[config.mk]
export PLATFORM = sky130hd
export DESIGN_NAME = rf_wport_arbiter
export DESIGN_NICKNAME = d
export VERILOG_FILES = /design/src/rtl/rf_wport_arbiter.sv
export SDC_FILE = /design/constraint.sdc
export NUM_CORES = 1
export LEC_CHECK = 0
export ABC_AREA = 1
export CORE_MARGIN = 2
export CORE_UTILIZATION = 49
export CTS_CLUSTER_DIAMETER = 150
export CTS_CLUSTER_SIZE = 12
export DETAILED_ROUTE_END_ITERATION = 8
export MAX_ROUTING_LAYER = met4
export PLACE_DENSITY = 0.95
export RECOVER_POWER = 50
export SLEW_MARGIN = 20
export SYNTH_ARGS = -nofsm -noshare
export SYNTH_HDL_FRONTEND = slang
export SYNTH_SLANG_ARGS = --single-unit
[constraint.sdc]
create_clock -name clk -period 4.78 [get_ports clk]
set_input_delay 0.478 -clock clk [delete_from_list [all_inputs] [get_ports clk]]
set_output_delay 0.478 -clock clk [all_outputs]
set_load 0.01 [all_outputs]
[src/rtl/rf_wport_arbiter.sv]
// Register-file write-port arbiter: writeback always wins, LLU results wait in a 2-entry FIFO.
// Define RF_ARB_SCOREBOARD_EN to add the LLU-destination pending scoreboard (ds_busy).
module rf_wport_arbiter #(
    parameter int STARVE_LIMIT = 4
) (
    input  logic        clk,
    input  logic        reset,
    input  logic [3:0]  ws_we,
    input  logic [4:0]  ws_waddr,
    input  logic [31:0] ws_wdata,
    input  logic        llu_valid,
    output logic        llu_ready,
    input  logic [3:0]  llu_we,
    input  logic [4:0]  llu_waddr,
    input  logic [31:0] llu_wdata,
    input  logic        issue_valid,
    input  logic [4:0]  issue_dest,
    input  logic [4:0]  ds_src1,
    input  logic [4:0]  ds_src2,
    output logic        ds_busy,
    output logic        arb_hold_ws,
    output logic [3:0]  rf_we,
    output logic [4:0]  rf_waddr,
    output logic [31:0] rf_wdata
);
    typedef struct packed {
        logic [3:0]  we;
        logic [4:0]  waddr;
        logic [31:0] wdata;
    } entry_t;

    localparam logic [2:0] STARVE_LIM3 = 3'(STARVE_LIMIT);

    entry_t     fifo_mem [2];
    logic       wr_ptr_reg;
    logic       rd_ptr_reg;
    logic [1:0] count_reg;
    logic [2:0] starve_reg;

    entry_t head;
    logic   ws_req;
    logic   fifo_empty;
    logic   fifo_full;
    logic   push;
    logic   llu_grant;

    assign ws_req     = |ws_we;
    assign fifo_empty = (count_reg == 2'd0);
    assign fifo_full  = (count_reg == 2'd2);
    assign head       = fifo_mem[rd_ptr_reg];

    // No pass-through when full: a pop this cycle does not make room for a push.
    assign llu_ready  = !fifo_full && !reset;
    assign push       = llu_valid && llu_ready;
    assign llu_grant  = !ws_req && !fifo_empty && !reset;

    always_comb begin
        rf_we    = '0;
        rf_waddr = '0;
        rf_wdata = '0;
        if (!reset) begin
            if (ws_req) begin
                rf_we    = ws_we;
                rf_waddr = ws_waddr;
                rf_wdata = ws_wdata;
            end else if (!fifo_empty) begin
                rf_we    = head.we;
                rf_waddr = head.waddr;
                rf_wdata = head.wdata;
            end
        end
    end

    always_ff @(posedge clk or posedge reset) begin
        if (reset) begin
            wr_ptr_reg <= 1'b0;
            rd_ptr_reg <= 1'b0;
            count_reg  <= 2'd0;
        end else begin
            if (push)
                wr_ptr_reg <= ~wr_ptr_reg;
            if (llu_grant)
                rd_ptr_reg <= ~rd_ptr_reg;
            count_reg <= count_reg + 2'(push) - 2'(llu_grant);
        end
    end

    always_ff @(posedge clk) begin
        if (push)
            fifo_mem[wr_ptr_reg] <= {llu_we, llu_waddr, llu_wdata};
    end

    // A non-empty FIFO that is not granted means writeback took the port.
    always_ff @(posedge clk or posedge reset) begin
        if (reset)
            starve_reg <= 3'd0;
        else if (fifo_empty || llu_grant)
            starve_reg <= 3'd0;
        else if (starve_reg != 3'd7)
            starve_reg <= starve_reg + 3'd1;
    end

    assign arb_hold_ws = (starve_reg >= STARVE_LIM3);

`ifdef RF_ARB_SCOREBOARD_EN
    logic [31:0] pend_reg;
    logic [31:0] pend_next;

    genvar gi;
    generate
        for (gi = 0; gi < 32; gi++) begin : g_pend
            if (gi == 0) begin : g_r0
                assign pend_next[gi] = 1'b0;
            end else begin : g_rn
                // Set dominates a same-cycle clear of the same register.
                assign pend_next[gi] = (issue_valid && issue_dest == 5'(gi)) ||
                                       (pend_reg[gi] && !(llu_grant && head.waddr == 5'(gi)));
            end
        end
    endgenerate

    always_ff @(posedge clk or posedge reset) begin
        if (reset)
            pend_reg <= '0;
        else
            pend_reg <= pend_next;
    end

    assign ds_busy = pend_reg[ds_src1] | pend_reg[ds_src2];
`else
    logic unused_sb_inputs;
    assign unused_sb_inputs = ^{issue_valid, issue_dest, ds_src1, ds_src2};
    assign ds_busy = 1'b0;
`endif

endmodule

==> run_results.csv <==
group,metric,value,unit
outcome,status,"finished with violations",
outcome,violations,"max-capacitance violations, max-slew violations",
cts,root_buffer,"clkbuf_8",
power,p_per_area,379,mW/mm^2
sta,rsz0062_at_grt,"no",
route,drc_errors,0,
cts,htreeDepth,3,
floorplan,die_h,96.3,um
yosys,syn_nets,515,
floorplan,die_area,0.00928,mm^2
final_layout,layout.nets,629,
sta,slew_headroom,-28.4,%
yosys,synth_seq_cells,89,
yosys,synthCells,409,
setup_path,worstPathRequired,4.30,ns
final_layout,area_growth,33.4,%
yosys,synthTopCellsByArea,"edfxtp_1 59%, nand2_1 16%, nand3_1 8.5%, dfrtp_1 4.2%, buf_4 2.7%",
route,post_drt_wl_per_cell,15.5,um
cts,cts.hold.buffers_added,0,
cts,ctsResizeCount,0,
cts,clkLatencyLatePin,0.35,ns
placed_design,hpwl,6.31,mm
route,vias,3275,
sta,slew_violations,69,
cts,path_clk_slew,0.08,ns
route,drt-total-wl,9.79,mm
sta,hold-worst-slack,0.490,ns
floorplan,row_count,33,
final_layout,regArea,0.00264,mm^2
final_layout,multiInputGateArea,0.00129,mm^2
final_layout,largest_reg_flops,82,
cts,cts.path.max_buffers,2,
setup_path,r2r_slack,1.90,ns
setup_path,slowest_stage,"inv_1",
setup_path,worstSetupPathDepth,5,
power,leakage,2.33,nW
setup_path,crit_chain,"dlygate4sd3_1 -> inv_1 -> nand3_1 -> nand2_1 -> clkdlybuf4s50_1",
sta,max_freq,263,MHz
global_route,grt_max_degree,49,
setup_path,max_stage_delay,1.28,ns
power,p_sw,0.713,mW
yosys,synth_top_area_share,59.0,%
final_layout,drive_gt1_share,5.12,%
min_path,whs_path_depth,2,
yosys,synth_area_per_cell,10.2,um^2
global_route,grt_pass1_wl,15.2,mm
yosys,ys_warn_count,0,
power,p_int,1.40,mW
route,postRouteAntennaNets,0,
cts,cts_sinks,89,
floorplan,start_util,50.6,%
sta,fin_tns_setup,0,ns
placed_design,placed_area,0.00543,mm^2
setup_path,critPathBufInv,3,
global_route,grt_usage,22.2,%
setup_path,reg2regPathDepth,5,
yosys,synth_area,0.00418,mm^2
power,p_seq_share,48.4,%
yosys,synth_cell_types,22,
setup_path,crit_path_end_kind,"output pin",
global_route,grt_antenna_before_repair,1,
sta,finalClockSkew,0.00972,ns
placed_design,gp_congestion,0.687,
global_route,grt_pass1_vias,3337,
route,drt-initial-drc-count,146,
cts,cts_tree,"built",
min_path,hold_path.class,"flop to flop",
final_layout,postLayoutCellArea,0.00557,mm^2
global_route,overflow,0,
final_layout,mostFrequentLayoutCells,"180 x nand2_1, 83 x clkdlybuf4s50_1, 82 x edfxtp_1, 71 x nand3_1, 44 x dlygate4sd3_1",
power,peakVddDrop,271,uV
cts,cts_buffers,9,
yosys,ys_seq_area_share,63.2,%
setup_path,critPathTopFamily,"buffers and inverters",
sta,setup-violations-final,0,
sta,layout_min_cycle_time,3.81,ns
final_layout,fillerInstances,602,
floorplan,coreArea,0.00826,mm^2
sta,worst_pin_slew,1.92,ns
power,comb_power_share,31.5,%
route,drt_first_pass_iters,4,
sta,period_share,79.7,%
cts,post_cts_buffers,0,
floorplan,die_w,96.3,um
sta,final-hold-violation-count,0,
placed_design,placement.io_buffers,127,
route,vias_per_cell,5.17,
power,switching_share,33.8,%
floorplan,ios,145,
final_layout,mostFrequentLayoutCell,"nand2_1",
power,clock_power_share,20.1,%
setup_path,arrival,3.33,ns
setup_path,critPathKind,"input pin to output pin",
setup_path,crit_fanout,48,
run,maxCapViolations,2,
setup_path,critPathLaunchType,"input pin",
yosys,yosysTopAreaCell,"edfxtp_1",
-- path summary, 6_finish.rpt --
kind	startpoint	to
setup / recovery	reset	rf_wdata[0]
hold / removal	wr_ptr_reg$_DFFE_PP0P_	wr_ptr_reg$_DFFE_PP0P_
setup reg to reg	count_reg[0]$_DFF_PP0_	fifo_mem[1][15]$_DFFE_PP_
hold reg to reg	wr_ptr_reg$_DFFE_PP0P_	wr_ptr_reg$_DFFE_PP0P_
max in group asynchronous	reset	wr_ptr_reg$_DFFE_PP0P_
min in group asynchronous	reset	starve_reg[1]$_DFFE_PP0P_
-- worst register-to-register path, delay by kind of cell (launching register included) --
kind            cells  cell delay [ns]
buf+inv             2             0.32
compound gates      1             0.23
simple gates        2             1.58
flops               1             0.44
-- synth_stat cells --
library cell    n
nand2_1       180
buf_4          15
nor2_8          1
inv_2           3
nor2_1          6
nand3_1        71
inv_1          10
buf_6           5
xor2_1          1
xnor2_1         1
dfrtp_1         7
ha_1            5
conb_1          1
a21boi_0        1
a21oi_1         1
o21bai_1        1
nor2_4          1
edfxtp_1       82
nand3_2         9
clkbuf_1        1
buf_2           6
o21a_1          1
-- cell type report --
cell class | instances | area share (%)
Antenna cell | 1 | 0.0449
Clock buffer | 10 | 2.29
Clock inverter | 5 | 0.427
Inverter | 13 | 0.876
Multi-Input combinational cell | 280 | 23.1
Sequential cell | 89 | 47.3
Tap cell | 105 | 2.36
Timing Repair Buffer | 130 | 23.6
-- power by group through the flow --
stage                     clock (mW)  combinational (mW)  sequential (mW)
after floorplan                    0               0.461             1.03
after detailed placement           0               0.681             1.04
after CTS                      0.433               0.683             1.02
final                          0.425               0.666             1.02
after global placement             0               0.634             1.03
after global routing           0.462               0.751             1.03
-- cell families after synthesis --
group | synth area share [%]
xor gates and xnor gates | 0.420
DFF | 63.2
AOI/OAI and AO/OA | 0.659
other | 0.0898
and+or+nand+nor | 28.1
buffers and inverters | 6.02
adders and majority gates | 1.50
-- stage by stage --
stage | worst slack (ns) | utilization [%] | power [mW] | instances
after floorplan | 1.69 | - | 1.49 | 409
after global placement | 1.74 | 65.4 | 1.66 | 616
after detailed placement | 1.64 | 65.7 | 1.72 | 617
after CTS | 1.63 | 67.5 | 2.14 | 632
after global routing | 0.773 | 67.5 | 2.25 | 633
final | 0.972 | 67.5 | 2.11 | 633
-- per-layer routing --
layer  track usage [%]  vias up  wire [um]
li1                  -     1593          -
met1              24.9     1564       3940
met2              39.4       98       5210
met3              4.07       20        443
met4              8.45        0        185
met5                 -        -          0
(Power assumes the default switching activity.)
